[config.mk]
export PLATFORM = sky130hd
export DESIGN_NAME = alex_spi_tx
export DESIGN_NICKNAME = d
export VERILOG_FILES = /design/src/rtl/alex_pkg.sv /design/src/rtl/alex_spi_shifter.sv /design/src/rtl/alex_spi_tx.sv
export SDC_FILE = /design/constraint.sdc
export NUM_CORES = 1
export LEC_CHECK = 0
export ABC_AREA = 1
export CAP_MARGIN = 30
export CELL_PAD_IN_SITES_DETAIL_PLACEMENT = 1
export CELL_PAD_IN_SITES_GLOBAL_PLACEMENT = 2
export CORE_MARGIN = 4
export CORE_UTILIZATION = 37
export CTS_CLUSTER_SIZE = 16
export DETAILED_ROUTE_END_ITERATION = 7
export DONT_BUFFER_PORTS = 1
export PLACE_DENSITY = 0.88
export SKIP_CTS_REPAIR_TIMING = 1
export SLEW_MARGIN = 20
export SYNTH_ARGS = -nofsm -noshare
export SYNTH_HDL_FRONTEND = slang
export SYNTH_SLANG_ARGS = --single-unit
[constraint.sdc]
create_clock -name i_clock -period 3.93 [get_ports i_clock]
set_input_delay 0.5895 -clock i_clock [delete_from_list [all_inputs] [get_ports i_clock]]
set_output_delay 0.5895 -clock i_clock [all_outputs]
set_load 0.01 [all_outputs]
[src/rtl/alex_pkg.sv]
// Shared types and constants for the Alex filter-board serial transmitter.
// Pure declarations: no latency, no flow control.
package alex_pkg;

   localparam int ALEX_WORD_W = 16;
   localparam int LPF_MSB     = 15;
   localparam int LPF_LSB     = 9;

   typedef enum logic [1:0] {
      IDLE,
      SHIFT,
      LOAD,
      GAP
   } alex_state_t;

   function automatic logic [LPF_MSB-LPF_LSB:0] lpf_field(input logic [ALEX_WORD_W-1:0] word);
      return word[LPF_MSB:LPF_LSB];
   endfunction

endpackage

[src/rtl/alex_spi_shifter.sv]
// Bit engine: shifts one word MSB-first, CLK_DIV clocks low then CLK_DIV clocks high per bit.
// Word takes 32*CLK_DIV clocks after i_start; o_done marks the last clock of bit 0; start is never refused.
module alex_spi_shifter
   import alex_pkg::*;
#(
   parameter int CLK_DIV = 8
) (
   input  logic                   i_clock,
   input  logic                   i_reset,
   input  logic                   i_start,
   input  logic [ALEX_WORD_W-1:0] i_word,
   output logic                   o_spi_clock,
   output logic                   o_spi_data,
   output logic                   o_done
);

   logic [ALEX_WORD_W-1:0] r_shift;
   logic [15:0]            r_div;
   logic [3:0]             r_bit;
   logic                   r_phase;
   logic                   r_active;
   logic                   w_div_end;

   assign w_div_end   = (r_div == 16'(CLK_DIV - 1));
   assign o_done      = r_active & r_phase & w_div_end & (r_bit == 4'd0);
   assign o_spi_clock = r_active & r_phase;
   assign o_spi_data  = r_active & r_shift[ALEX_WORD_W-1];

   always_ff @(posedge i_clock or posedge i_reset) begin
      if (i_reset) begin
         r_shift  <= '0;
         r_div    <= '0;
         r_bit    <= '0;
         r_phase  <= 1'b0;
         r_active <= 1'b0;
      end else if (i_start) begin
         r_shift  <= i_word;
         r_div    <= '0;
         r_bit    <= 4'(ALEX_WORD_W - 1);
         r_phase  <= 1'b0;
         r_active <= 1'b1;
      end else if (r_active) begin
         if (w_div_end) begin
            r_div   <= '0;
            r_phase <= ~r_phase;
            // data only moves at the end of the high phase, so it is stable across the rising edge
            if (r_phase) begin
               r_shift <= {r_shift[ALEX_WORD_W-2:0], 1'b0};
               r_bit   <= r_bit - 4'd1;
               if (r_bit == 4'd0)
                  r_active <= 1'b0;
            end
         end else begin
            r_div <= r_div + 16'd1;
         end
      end
   end

endmodule

[src/rtl/alex_spi_tx.sv]
// Alex TX/RX filter-word serialiser; sends each word after reset and on change (optional ALEX_REFRESH_EN periodic resend).
// First bit one clock after a pending word is seen; word+load = 33*CLK_DIV clocks, then GAP_CYCLES idle; no input backpressure.
module alex_spi_tx
   import alex_pkg::*;
#(
   parameter int CLK_DIV     = 8,
   parameter int GAP_CYCLES  = 16,
   parameter int REFRESH_CYC = 1000000
) (
   input  logic                   i_clock,
   input  logic                   i_reset,
   input  logic [ALEX_WORD_W-1:0] i_tx_word,
   input  logic [ALEX_WORD_W-1:0] i_rx_word,
   output logic                   o_spi_clock,
   output logic                   o_spi_data,
   output logic                   o_tx_load,
   output logic                   o_rx_load,
   output logic                   o_busy
);

   alex_state_t            r_state;
   alex_state_t            w_state_nxt;
   logic                   r_sel;
   logic                   w_sel_nxt;
   logic [15:0]            r_cnt;
   logic [15:0]            w_cnt_nxt;
   logic [ALEX_WORD_W-1:0] r_tx_shadow;
   logic [ALEX_WORD_W-1:0] r_rx_shadow;
   logic                   r_tx_force;
   logic                   r_rx_force;
   logic                   w_tx_pend;
   logic                   w_rx_pend;
   logic                   w_start;
   logic                   w_start_rx;
   logic                   w_done;
   logic                   w_refresh;

   // A change that reverts before the word starts leaves nothing to send.
   assign w_tx_pend = r_tx_force | (i_tx_word != r_tx_shadow);
   assign w_rx_pend = r_rx_force | (i_rx_word != r_rx_shadow);

`ifdef ALEX_REFRESH_EN
   logic [31:0] r_refresh;

   always_ff @(posedge i_clock or posedge i_reset) begin
      if (i_reset)
         r_refresh <= '0;
      else if (w_refresh)
         r_refresh <= '0;
      else
         r_refresh <= r_refresh + 32'd1;
   end

   assign w_refresh = (r_refresh == 32'(REFRESH_CYC - 1));
`else
   // only an invalid (negative) period could request a resend in this build
   assign w_refresh = (REFRESH_CYC < 0);
`endif

   always_ff @(posedge i_clock or posedge i_reset) begin
      if (i_reset) begin
         r_tx_shadow <= '0;
         r_rx_shadow <= '0;
         r_tx_force  <= 1'b1;
         r_rx_force  <= 1'b1;
      end else begin
         if (w_start && !w_start_rx) begin
            r_tx_shadow <= i_tx_word;
            r_tx_force  <= 1'b0;
         end
         if (w_start && w_start_rx) begin
            r_rx_shadow <= i_rx_word;
            r_rx_force  <= 1'b0;
         end
         if (w_refresh) begin
            r_tx_force <= 1'b1;
            r_rx_force <= 1'b1;
         end
      end
   end

   always_ff @(posedge i_clock or posedge i_reset) begin
      if (i_reset) begin
         r_state <= IDLE;
         r_sel   <= 1'b0;
         r_cnt   <= '0;
      end else begin
         r_state <= w_state_nxt;
         r_sel   <= w_sel_nxt;
         r_cnt   <= w_cnt_nxt;
      end
   end

   always_comb begin
      w_state_nxt = r_state;
      w_sel_nxt   = r_sel;
      w_cnt_nxt   = r_cnt;
      w_start     = 1'b0;
      w_start_rx  = 1'b0;
      o_tx_load   = 1'b0;
      o_rx_load   = 1'b0;
      o_busy      = 1'b1;
      case (r_state)
         IDLE: begin
            o_busy = 1'b0;
            if (w_tx_pend || w_rx_pend) begin
               w_start     = 1'b1;
               w_start_rx  = ~w_tx_pend;
               w_sel_nxt   = ~w_tx_pend;
               w_state_nxt = SHIFT;
            end
         end
         SHIFT: begin
            if (w_done) begin
               w_cnt_nxt   = '0;
               w_state_nxt = LOAD;
            end
         end
         LOAD: begin
            o_tx_load = ~r_sel;
            o_rx_load = r_sel;
            if (r_cnt == 16'(CLK_DIV - 1)) begin
               w_cnt_nxt   = '0;
               w_state_nxt = GAP;
            end else begin
               w_cnt_nxt = r_cnt + 16'd1;
            end
         end
         GAP: begin
            if (r_cnt == 16'(GAP_CYCLES - 1)) begin
               w_cnt_nxt   = '0;
               w_state_nxt = IDLE;
            end else begin
               w_cnt_nxt = r_cnt + 16'd1;
            end
         end
         default: w_state_nxt = IDLE;
      endcase
   end

   alex_spi_shifter #(
      .CLK_DIV (CLK_DIV)
   ) u_shifter (
      .i_clock     (i_clock),
      .i_reset     (i_reset),
      .i_start     (w_start),
      .i_word      (w_start_rx ? i_rx_word : i_tx_word),
      .o_spi_clock (o_spi_clock),
      .o_spi_data  (o_spi_data),
      .o_done      (w_done)
   );

endmodule

# After elaboration in Yosys (flattened, before gate mapping)
# Cells that the tools add are included.
# word_totals
register_bits	91
latchBits	0
ram_bits	0
mem_bits_ro	0
inputBits	34
out_inout_bits	5
wordCells	87
mem_count	0
# op_classes
n_addsub	3
n_mul	0
div_mod_pow	0
order_cmp	0
n_eq_ne	12
n_shift	0
muxes	36
n_bitwise	9
n_reduce_logical	15
# ops
operator	count
2-to-1 mux 16 bit	11
case mux 16 bit (3 select lines)	1
adder 16 x 1 -> 16 bit, second input constant	2
== test 16 x 3 -> 1 bit, second input constant	2
inequality test 16 bit	2
== test 16 x 4 -> 1 bit, second input constant	1
2-to-1 mux 4 bit	4
2-to-1 mux 1 bit	15
2-to-1 mux 2 bit	4
case mux 2 bit (4 select lines)	1
inequality test 2 bit, second input constant	3
AND reduction 2 bit	3
nonzero test 2 bit	3
bitwise AND 1 bit	4
== test 2 bit, second input constant	2
logical NOT 4 bit	1
AND reduction 4 bit	1
subtractor 4 x 1 -> 4 bit, second input constant	1
NOT 1 bit	3
AND reduction 3 bit	1
nonzero test 3 bit	1
== test 2 x 1 -> 1 bit, second input constant	1
logical AND 1 bit	2
logical NOT 2 bit	1
other kinds (4)	5

# Depth between registers and ports, before layout
# Gate-level depths: netlist (run 1).
# logic_depth
depth_word	7
ltp_mapped	15
mapped_depth_nobuf	14

# Modules after synthesis
# Synthesis (run 1) repeated with hierarchy kept, for this count alone.
# hier_totals
hier_cells	751
hier_area_um2	5415.2
# by_module_without_submodules
mod	n_inst	cells_per_inst	area_each_um2	seq_area_each_um2
alex_spi_tx	1	436	3094.2	1328.8
alex_spi_shifter	1	315	2321.0	950.9

# Least setup slack after synthesis (run 1)
# OpenSTA, ideal clock, no wires.
# synth_path
path_type	input -> register
from	input port i_tx_word[1]
to	register u_shifter.r_shift[1]
setup_ps	117
arrival_time_ps	1693
required_time_ps	3813
path_slack_ps	2120
stages	14
path_buffers	1
cell_sequence	inv_1 -> nand2_1 -> nand2_1 -> nor2_1 -> nand2_1 -> nor2_2 -> nand2_2 -> nor2_8 -> nand2_2 -> nand2_4 -> nand2_2 -> buf_2 -> nand2_1 -> nand2_1
# synth_via
elab_chain_cells	7
word_cells_on_any_way	14
# synth_lines
item	line	source
start: declaration	alex_spi_tx.sv:12	input logic [ALEX_WORD_W-1:0] i_tx_word,
inequality test 16 bit	alex_spi_tx.sv:39	assign w_tx_pend = r_tx_force | (i_tx_word != r_tx_shadow);
bitwise OR 1 bit	alex_spi_tx.sv:39	
logical OR 1 bit / NOT 1 bit (equally long branches)	alex_spi_tx.sv:106, alex_spi_tx.sv:108	
2-to-1 mux 1 bit	alex_spi_tx.sv:106	if (w_tx_pend || w_rx_pend) begin
2-to-1 mux 1 bit	alex_spi_tx.sv:103	case (r_state)
nonzero test 2 bit (no line) / 2-to-1 mux 16 bit (equally long branches)	--	
AND reduction 3 bit (no line) / 2-to-1 mux 16 bit (equally long branches)	--	
end signal: assignment	alex_spi_shifter.sv:37	r_shift <= i_word;
end signal: assignment	alex_spi_shifter.sv:48	r_shift <= {r_shift[ALEX_WORD_W-2:0], 1'b0};
end: declaration	alex_spi_shifter.sv:17	logic [ALEX_WORD_W-1:0] r_shift;
# Parallel ways exist; a longest one is shown, timed or not.
# A chain may end at the register's enable or synchronous reset.

# Final worst setup path (run 1)
# layout_path
from	register r_tx_shadow[10]
to	register u_shifter.r_phase
# layout_via
elab_chain_cells	7
word_cells_on_any_way	9
# layout_lines
item	line	source
start: declaration	alex_spi_tx.sv:27	logic [ALEX_WORD_W-1:0] r_tx_shadow;
start signal: assignment	alex_spi_tx.sv:68	r_tx_shadow <= i_tx_word;
inequality test 16 bit *	alex_spi_tx.sv:39	
bitwise OR 1 bit *	alex_spi_tx.sv:39	
logical OR 1 bit *	alex_spi_tx.sv:106	
2-to-1 mux 1 bit *	alex_spi_tx.sv:106	
2-to-1 mux 1 bit *	alex_spi_tx.sv:103	
nonzero test 2 bit (no line)	--	
AND reduction 2 bit (no line)	--	
end signal: assignment	alex_spi_shifter.sv:45	r_phase <= ~r_phase;
end: declaration	alex_spi_shifter.sv:20	logic r_phase;
# Mark *: on every way between the ends. The rest lies on a longest branch, timed or not.

==> run metrics, run 1 <==
number of antenna violations at the first check in global routing 0; count of buffer and inverter cells on the critical path 0; via count of the first global-routing pass 4954; largest area contributor in the synthesized netlist sky130_fd_sc_hd__dfrtp_1; clock-pin slew of the registers on the worst-case setup and hold paths 70 ps; total die area 0.01665 mm^2; placement-stage cell area 0.005534 mm^2; first-pass GRT wire length 24830 um; fraction of layout instances using a drive strength above 1 6.443%; P per Cell Area 348.2 mW/mm^2; via count 4764; largest fanout on the critical path 45; number of max-capacitance violations reported 0; number of cells on the critical path 12; critical path's slowest cell sky130_fd_sc_hd__nand2_2; Static Leak 2.949 nW; setup TNS 0 ps; nature of the critical path startpoint flip-flop; most frequent cell after synthesis sky130_fd_sc_hd__nand2_1; worst setup path end u_shifter.r_phase$_DFFE_PP0P_; class of the most critical setup path reg -> reg; FF+latch count, synth 91; die extent in x 129.0 um; setup repair after global routing missed its margin false; hold slack 222.8 ps; aggregate global routing overflow 0; IR drop worst, VDD 218.9 uV; IO Count 39; Yosys warning total 0; sequence of cells on the critical path nor2_1 -> nor2_1 -> nor2_1 -> nand2_1 -> nor2_2 -> nand2_2 -> nor2_8 -> nand2_2 -> nand2_4 -> nand2_2 -> nand2_1 -> a21oi_2; Seq/Total Area, Yosys 42.06%; top cells by area in the synthesized netlist sky130_fd_sc_hd__dfrtp_1, sky130_fd_sc_hd__nand2_1, sky130_fd_sc_hd__inv_1; WP data required 4150 ps; clock net sink count 91; average via count per standard cell 5.150; first-pass iteration count of the detailed router 4; library cells used by synthesis 40; commonest cells in the netlist sky130_fd_sc_hd__nand2_1, sky130_fd_sc_hd__inv_1, sky130_fd_sc_hd__dfrtp_1; Slowest Stage Delay on Critical Path 410 ps; maximum number of pins on one net before global-route repair 46; count of mapped cells out of synthesis 746; status finished clean; portion of synthesized cell area occupied by the leading cell type 41.09%; Routed WL 14790 um; number of synthesized flops with an enable pin 0; overall power 2.047 mW; Clock Skews 14.66 ps; post-route DRC violation count 0; count of pins over their slew limit 0; syn nets 789; H-tree level count 3; total CTS buffers 9; Tcrit/Tclk final 63.35%; Achievable Freq 0.4016 GHz; Min-Delay Path Class in -> async; starting DRC count in detailed routing 169; mean post-synth cell area 7.266 um^2; most common flop cell mapped by yosys sky130_fd_sc_hd__dfrtp_1; Util after Layout 41.71%; worst max-slew margin expressed relative to the limit 50.72%; input/output buffers 0; Skew-Pair Late Insertion Delay 350 ps; maximum buffer depth of the clock tree 2; terminus of the critical flop-to-flop path u_shifter.r_phase$_DFFE_PP0P_; standard-cell row count 43; Placeable Area 0.01410 mm^2; worst reg-to-reg path cell count 12; height of the die 129.0 um; starting utilization of the core area 38.45%; Slew @ Worst Pin 738.4 ps; number of nets still failing antenna checks after routing 0; post-synth design cell area 0.005420 mm^2; final instance area 0.005879 mm^2; crit path time final 2490 ps; Tot GR Track Use 18.77%; Routed wire per std cell 15.99 um; post-detailed-placement half-perimeter wirelength 11290 um; r2r setup slk 1440 ps; Final #Nets 783; start point of the critical path r_tx_shadow[10]$_DFFE_PP0P_; number of failing setup endpoints in the final timing report 0; critical path's top delay family simple AND/OR/NAND/NOR gates; TritonCTS clock tree done; startpoint of the worst-slack reg-to-reg timing path r_tx_shadow[10]$_DFFE_PP0P_; root buffer cell sky130_fd_sc_hd__clkbuf_16; share of synthesized flip-flops with an asynchronous set or reset 100.0%; final hold vios 0; area added between synthesis and finish 8.472%; weighted congestion reported at the end of routability-driven placement 0.9045; arrival time at the worst endpoint 2710 ps; antenna diode count 0; Worst setup EP type flip-flop
==> cell usage in the layout (no fill, tap or decap), types with 2 or more instances in the layout <==
master	instances
sky130_fd_sc_hd__dfrtp_1	89
sky130_fd_sc_hd__inv_2	5
sky130_fd_sc_hd__clkbuf_16	9
sky130_fd_sc_hd__xor2_1	20
sky130_fd_sc_hd__nor2_1	50
sky130_fd_sc_hd__nor2_2	2
sky130_fd_sc_hd__inv_1	93
sky130_fd_sc_hd__nor3_1	8
sky130_fd_sc_hd__nor4_1	9
sky130_fd_sc_hd__ha_1	9
sky130_fd_sc_hd__buf_4	3
sky130_fd_sc_hd__dfstp_2	2
sky130_fd_sc_hd__o21bai_1	2
sky130_fd_sc_hd__clkbuf_1	2
sky130_fd_sc_hd__xnor2_1	6
sky130_fd_sc_hd__nand2_1	258
sky130_fd_sc_hd__nand4_1	26
sky130_fd_sc_hd__o22ai_2	4
sky130_fd_sc_hd__o21ai_0	25
sky130_fd_sc_hd__nand2_2	5
sky130_fd_sc_hd__nand3_1	67
sky130_fd_sc_hd__o211ai_1	3
sky130_fd_sc_hd__o21ai_1	18
sky130_fd_sc_hd__a21oi_1	6
sky130_fd_sc_hd__o21ai_2	3
sky130_fd_sc_hd__a21boi_0	2
sky130_fd_sc_hd__clkinv_2	2
sky130_fd_sc_hd__bufinv_16	3
==> area by class of cell <==
type	instances	area (um^2)
fillers	1807	8217
multi-input cells	534	2625
flip-flops and latches	91	2280
inverters	101	381.6
clock buffers	12	246.5
well taps	180	225.2
clock inverters	4	98.84
repair buffers	3	22.52
==> stage by stage <==
step | setup slack [ps] | cells
2_1_floorplan | 980.2 | 746
3_3_place_gp | 1346 | 909
3_5_place_dp | 1228 | 909
4_1_cts | 1421 | 925
5_1_grt | 1205 | 925
6_report | 1440 | 925
==> how the worst min path moves through the flow <==
stage	startpoint	slack, ps	to
floorplan	r_tx_force$_DFFE_PP1P_	420	r_tx_force$_DFFE_PP1P_
global placement	r_tx_force$_DFFE_PP1P_	430	r_tx_force$_DFFE_PP1P_
detailed placement	r_tx_force$_DFFE_PP1P_	430	r_tx_force$_DFFE_PP1P_
CTS	i_reset	240	r_tx_shadow[4]$_DFFE_PP0P_
global route	i_reset	280	r_cnt[5]$_DFFE_PP0P_
finish	i_reset	220	r_tx_shadow[4]$_DFFE_PP0P_
==> report_power, final <==
| group | switching, mW | internal (mW) |
|---|---|---|
| Clock | 0.367 | 0.641 |
| Sequential | 0.00866 | 0.952 |
| Combinational | 0.0516 | 0.0271 |
==> registers in the layout, indices dropped and copies added (netlist names) <==
| register | cells |
|---|---|
| u_shifter.r_active | 1 |
| r_cnt | 16 |
| u_shifter.r_div | 16 |
| r_tx_shadow | 16 |
| r_tx_force | 1 |
| u_shifter.r_shift | 16 |
| r_sel | 1 |
| r_state | 2 |
| u_shifter.r_phase | 1 |
| r_rx_shadow | 16 |
| u_shifter.r_bit | 4 |
| r_rx_force | 1 |
==> kinds of logic (layout without fill, tap and decap cells) <==
group	after synthesis	in the layout	share of synthesized area, %
flops	91	91	42.06
compound gates	66	66	7.502
fa+ha+maj	9	9	2.078
xor+xnor	26	26	4.201
simple gates	433	433	34.65
buf+inv	121	120	9.510
==> worst reg2reg max path, delay by kind of cell, from the launching register on <==
family,cells,cell delay [ps]
and+or+nand+nor,11,1870
DFF,1,400
AOI/OAI and AO/OA,1,70
==> routing by layer <==
metal / vias up / share of wire, % / GRT usage [%]
li1: 2361 / - / -
met1: 2324 / 46 / 24.38
met2: 64 / 49 / 32.01
met3: 15 / 3.2 / 2.350
met4: 0 / 2.0 / 7.165
met5: - / 0 / 0
Power figures use the tool's default switching activity.
==> run 2: changes to the inputs <==
==> constraint.sdc (replaced) <==
create_clock -name i_clock -period 2.5 [get_ports i_clock]
set_input_delay 0.375 -clock i_clock [delete_from_list [all_inputs] [get_ports i_clock]]
set_output_delay 0.375 -clock i_clock [all_outputs]
set_load 0.01 [all_outputs]
==> run 2 against run 1 <==
  * Worst setup slack got worse by 1200 ps
  * Global-route usage up 0.21 points
  * Critical path depth fell by 8
  * Largest cell class unchanged
  * Clock-buffer cell count fell by 3
  * Largest power group is now registers
  * Critical endpoint is now o_tx_load
==> run metrics, run 2 (same netlist as run 1, synthesis figures left out) <==
status finished clean; WP data required 2120 ps; hold slack 37.72 ps; sequence of cells on the critical path inv_1 -> ha_1 -> inv_1 -> nor2_1; final hold vios 0; critical path's slowest cell sky130_fd_sc_hd__ha_1; Util after Layout 41.93%; IO Count 39; input/output buffers 0; P per Cell Area 528.3 mW/mm^2; first-pass iteration count of the detailed router 4; average via count per standard cell 5.184; Slowest Stage Delay on Critical Path 490 ps; Routed wire per std cell 16.16 um; overall power 3.123 mW; total die area 0.01665 mm^2; r2r setup slk 320 ps; Setup WS post-layout 247.9 ps; IR drop worst, VDD 331.8 uV; Achievable Freq 0.4440 GHz; Routed WL 15050 um; leading cell type in the layout, fill and taps excluded sky130_fd_sc_hd__nand2_1; worst max-slew margin expressed relative to the limit 59.24%; count of pins over their slew limit 0; post-route DRC violation count 0; worst reg-to-reg path cell count 8; terminus of the critical flop-to-flop path u_shifter.r_shift[14]$_DFFE_PP0P_; nature of the critical path startpoint flip-flop; setup TNS 0 ps; number of max-capacitance violations reported 0; class of the most critical setup path reg -> out; aggregate global routing overflow 0; most used cells in the layout excluding fill and tap cells sky130_fd_sc_hd__nand2_1, sky130_fd_sc_hd__inv_1, sky130_fd_sc_hd__dfrtp_1, sky130_fd_sc_hd__nand3_1, sky130_fd_sc_hd__nor2_1; Final #Nets 789; Tot GR Track Use 18.97%; via count 4826; via count of the first global-routing pass 5058; number of nets still failing antenna checks after routing 0; height of the die 129.0 um; die extent in x 129.0 um; startpoint of the worst-slack reg-to-reg timing path r_state[0]$_DFFE_PP0P_; Slew @ Worst Pin 609.9 ps; maximum number of pins on one net before global-route repair 92; clock-pin slew of the registers on the worst-case setup and hold paths 70 ps; TritonCTS clock tree done; Worst setup EP type output port; number of antenna violations at the first check in global routing 0; Static Leak 2.968 nW; post-detailed-placement half-perimeter wirelength 11270 um; setup repair after global routing missed its margin false; Min-Delay Path Class in -> async; area added between synthesis and finish 9.049%; fraction of layout instances using a drive strength above 1 7.457%; starting utilization of the core area 38.45%; standard-cell row count 43; starting DRC count in detailed routing 321; first-pass GRT wire length 25360 um; number of failing setup endpoints in the final timing report 0; crit path time final 2252 ps; Skew-Pair Late Insertion Delay 350 ps; Clock Skews 8.621 ps; setup slack at placement 312.2 ps; H-tree level count 3; antenna diode count 0; Placeable Area 0.01410 mm^2; largest fanout on the critical path 12; maximum buffer depth of the clock tree 2; root buffer cell sky130_fd_sc_hd__clkbuf_16; cell mode on critical path sky130_fd_sc_hd__inv_1; total CTS buffers 9; weighted congestion reported at the end of routability-driven placement 0.9107; Tcrit/Tclk final 90.08%; arrival time at the worst endpoint 1880 ps; clock net sink count 91
## run 2: cell type report
class,count,area (um^2)
clock buffer,9,225.2
multi-input combinational,534,2625
clock inverter,7,91.34
tap,180,225.2
fill,1823,8185
timing repair buffer,9,80.08
inverter,101,384.1
sequential,91,2280
## run 2: routing by layer
metal | vias up | global-route usage [%] | wire [um]
li1 | 2370 | - | -
met1 | 2382 | 24.71 | 6903
met2 | 59 | 33.08 | 7461
met3 | 15 | 2.308 | 448
met4 | 0 | 5.744 | 231
met5 | - | 0 | 0
## run 2: critical path, delay by kind of cell (launching register included)
family / cells / cell delay, ps
buf+inv: 2 / 350
simple gates: 1 / 260
flops: 1 / 430
fa+ha+maj: 1 / 490
## run 2: metrics by stage
stage | area [um^2] | cells
after floorplan | 5424 | 746
after global placement | 5594 | 915
after detailed placement | 5594 | 915
after CTS | 5911 | 931
after global routing | 5911 | 931
final | 5911 | 931
## run 2: worst max-delay path by stage
stage | from | end | slack (ps)
6_report | r_state[0]$_DFFE_PP0P_ | o_tx_load | 250
5_1_grt | r_state[0]$_DFFE_PP0P_ | o_tx_load | 90
4_1_cts | r_state[0]$_DFFE_PP0P_ | o_tx_load | 210
3_5_place_dp | r_state[0]$_DFFE_PP0P_ | u_shifter.r_shift[14]$_DFFE_PP0P_ | 310
3_3_place_gp | r_state[0]$_DFFE_PP0P_ | u_shifter.r_shift[14]$_DFFE_PP0P_ | 420
2_1_floorplan | u_shifter.r_div[0]$_DFFE_PP0P_ | r_cnt[15]$_DFFE_PP0P_ | 810
## run 2: report_power, final
part / total (mW) / switching, mW / internal [mW]
Combinational: 0.125 / 0.0809 / 0.0442
Clock: 1.49 / 0.613 / 0.875
Sequential: 1.51 / 0.0133 / 1.50
==> run 3: changes to the inputs <==
--- a/config.mk
+++ b/config.mk
@@ -7,16 +7,16 @@
 export LEC_CHECK = 0
 export ABC_AREA = 1
 export CAP_MARGIN = 30
-export CELL_PAD_IN_SITES_DETAIL_PLACEMENT = 1
-export CELL_PAD_IN_SITES_GLOBAL_PLACEMENT = 2
 export CORE_MARGIN = 4
-export CORE_UTILIZATION = 37
+export CORE_UTILIZATION = 64
 export CTS_CLUSTER_SIZE = 16
 export DETAILED_ROUTE_END_ITERATION = 7
 export DONT_BUFFER_PORTS = 1
+export HOLD_SLACK_MARGIN = 0.08
 export PLACE_DENSITY = 0.88
 export SKIP_CTS_REPAIR_TIMING = 1
 export SLEW_MARGIN = 20
 export SYNTH_ARGS = -nofsm -noshare
 export SYNTH_HDL_FRONTEND = slang
+export SYNTH_HIERARCHICAL = 1
 export SYNTH_SLANG_ARGS = --single-unit
==> run 3 against run 2 <==
  * Clock power is 31% lower
  * Combinational power is 13% higher
  * Via count is 1.1% lower
  * Clock skew is 3.1 ps higher
  * Critical endpoint is now r_cnt[14]$_DFFE_PP0P_
  * Highest routed layer unchanged
==> run metrics, run 3 <==
maximum buffer depth of the clock tree 2; largest fanout on the critical path 6; starting DRC count in detailed routing 310; starting utilization of the core area 65.91%; library cells used by synthesis 39; final instance area 0.005754 mm^2; Clock Skews 11.75 ps; most frequent cell after synthesis sky130_fd_sc_hd__nand2_1; post-synth design cell area 0.005415 mm^2; Final #Nets 797; Tot GR Track Use 25.74%; count of mapped cells out of synthesis 751; placed cell count 847; total CTS buffers 9; die extent in x 99.99 um; clock net sink count 91; leading cell type in the layout, fill and taps excluded sky130_fd_sc_hd__nand2_1; clock-pin slew of the registers on the worst-case setup and hold paths 90 ps; aggregate global routing overflow 0; most common flop cell mapped by yosys sky130_fd_sc_hd__dfrtp_1; arrival time at the worst endpoint 2510 ps; share of synthesized flip-flops with an asynchronous set or reset 100.0%; Seq/Total Area, Yosys 42.10%; post-detailed-placement half-perimeter wirelength 8873 um; most used cells in the layout excluding fill and tap cells sky130_fd_sc_hd__nand2_1, sky130_fd_sc_hd__dfrtp_1, sky130_fd_sc_hd__nor2_1, sky130_fd_sc_hd__inv_1, sky130_fd_sc_hd__nand3_1; standard-cell row count 33; Util after Layout 70.03%; portion of synthesized cell area occupied by the leading cell type 41.13%; number of synthesized flops with an enable pin 0; Achievable Freq 0.4424 GHz; final non-filler cell total 864; weighted congestion reported at the end of routability-driven placement 0.9077; status finished clean; Worst setup EP type flip-flop; count of pins over their slew limit 0; syn nets 794; Slew @ Worst Pin 608.2 ps; Routed wire per std cell 13.90 um; number of nets still failing antenna checks after routing 0; first-pass iteration count of the detailed router 6; input/output buffers 0; IR drop worst, VDD 353.4 uV; root buffer cell sky130_fd_sc_hd__clkbuf_8; number of antenna violations at the first check in global routing 0; area added between synthesis and finish 6.262%; IO Count 39; average via count per standard cell 5.523; TritonCTS clock tree done; first-pass GRT wire length 20820 um; setup TNS 0 ps; Routed WL 12010 um; number of failing setup endpoints in the final timing report 0; antenna diode count 0; class of the most critical setup path reg -> reg; final hold vios 0; total die area 0.009997 mm^2; maximum number of pins on one net before global-route repair 39; Min-Delay Path Class in -> reg; nature of the critical path startpoint flip-flop; H-tree level count 3; setup repair after global routing missed its margin false; number of max-capacitance violations reported 0; total met2 wirelength after detailed routing 5794 um; height of the die 99.99 um; met1 wire length 5108 um; via count of the first global-routing pass 4603; WP data required 2750 ps; commonest cells in the netlist sky130_fd_sc_hd__nand2_1, sky130_fd_sc_hd__dfrtp_1, sky130_fd_sc_hd__nor2_1; P per Cell Area 465.5 mW/mm^2; largest area contributor in the synthesized netlist sky130_fd_sc_hd__dfrtp_1; Tcrit/Tclk final 90.42%; mean post-synth cell area 7.211 um^2; crit path time final 2261 ps; post-route DRC violation count 0; routed length on met3 808 um; placement-stage cell area 0.005504 mm^2; via count 4772; FF+latch count, synth 91; uppermost layer routed met4; worst max-slew margin expressed relative to the limit 59.40%; top cells by area in the synthesized netlist sky130_fd_sc_hd__dfrtp_1, sky130_fd_sc_hd__nand2_1, sky130_fd_sc_hd__nand3_1; fraction of layout instances using a drive strength above 1 11.99%; Skew-Pair Late Insertion Delay 360 ps; Placeable Area 0.008217 mm^2; Yosys warning total 6; Static Leak 3.107 nW
## run 3: cell count changes after synthesis, moves of 12 or more
| cell | before | now |
|---|---|---|
| sky130_fd_sc_hd__o21ai_1 | 18 | 1 |
| sky130_fd_sc_hd__nand2_1 | 258 | 287 |
| sky130_fd_sc_hd__inv_1 | 94 | 69 |
| sky130_fd_sc_hd__nor2_1 | 50 | 75 |
| sky130_fd_sc_hd__nand2_2 | 5 | 17 |
| sky130_fd_sc_hd__nand4_1 | 26 | 8 |
## run 3: cells by family after synthesis
kind of cell	after synthesis	share of synthesized area, %
AOI/OAI and AO/OA	38	3.720
xor gates and xnor gates	23	3.720
adders and majority gates	9	2.080
buffers and inverters	97	7.948
DFF	91	42.10
and+or+nand+nor	493	40.43
## run 3: worst max-delay path, cell delays in order, from the launching register on
cell	delay, ps
sky130_fd_sc_hd__dfrtp_1	390
sky130_fd_sc_hd__ha_1	220
sky130_fd_sc_hd__nand2_1	100
sky130_fd_sc_hd__clkinv_1	60
sky130_fd_sc_hd__nand2_1	70
sky130_fd_sc_hd__nor2_4	140
sky130_fd_sc_hd__nand3_4	80
sky130_fd_sc_hd__nor2_2	130
sky130_fd_sc_hd__inv_1	50
sky130_fd_sc_hd__nand2_1	50
sky130_fd_sc_hd__inv_1	70
sky130_fd_sc_hd__nor2_4	150
sky130_fd_sc_hd__buf_4	160
sky130_fd_sc_hd__nand3_1	70
sky130_fd_sc_hd__nor3_2	160
sky130_fd_sc_hd__xor2_1	190
sky130_fd_sc_hd__nor2_1	50
## run 3: area by class of cell
cell class,instances,area (um^2)
timing repair buffer,11,97.59
inverter,78,300.3
sequential,91,2280
clock inverter,5,62.56
tap,105,131.4
clock buffer,11,141.4
multi-input combinational,563,2741
fill,638,2462
## run 3: final timing paths
kind / startpoint / to / slack [ps] / cells after the start
setup / recovery: u_shifter/r_div[1]$_DFFE_PP0P_ / r_cnt[14]$_DFFE_PP0P_ / 240 / 16
hold / removal: i_rx_word[15] / r_rx_shadow[15]$_DFFE_PP0P_ / 120 / 2
setup reg to reg: u_shifter/r_div[1]$_DFFE_PP0P_ / r_cnt[14]$_DFFE_PP0P_ / 240 / 16
hold reg to reg: r_rx_force$_DFFE_PP1P_ / r_rx_force$_DFFE_PP1P_ / 460 / 2
max in group asynchronous: i_reset / r_rx_force$_DFFE_PP1P_ / 1250 / 3
min in group asynchronous: i_reset / r_cnt[13]$_DFFE_PP0P_ / 560 / 2
## run 3: report_power, final
part           leakage, nW  switching, mW  internal [mW]  total, mW
clock               0.0957          0.533          0.493       1.03
sequential            1.18         0.0171           1.49       1.51
combinational         1.83         0.0883         0.0523      0.141
total                 3.11          0.638           2.04       2.68
## run 3: routing by layer
layer  vias up  global-route usage (%)
li1       2321                       -
met1      2266                   34.20
met2       159                   41.05
met3        26                   5.420
met4         0                   11.09
met5         -                       0
## run 3: stage by stage
| stage | setup slack, ps | hold WS (ps) | total power, mW |
|---|---|---|---|
| 5_1_grt | 20.83 | 119.0 | 2.779 |
| 3_3_place_gp | 121.1 | 364.4 | 1.672 |
| 3_5_place_dp | 70.46 | 369.5 | 1.680 |
| 2_1_floorplan | 232.8 | 424.2 | 1.645 |
| 4_1_cts | 44.39 | -26.87 | 2.688 |
| 6_report | 239.4 | 121.3 | 2.679 |
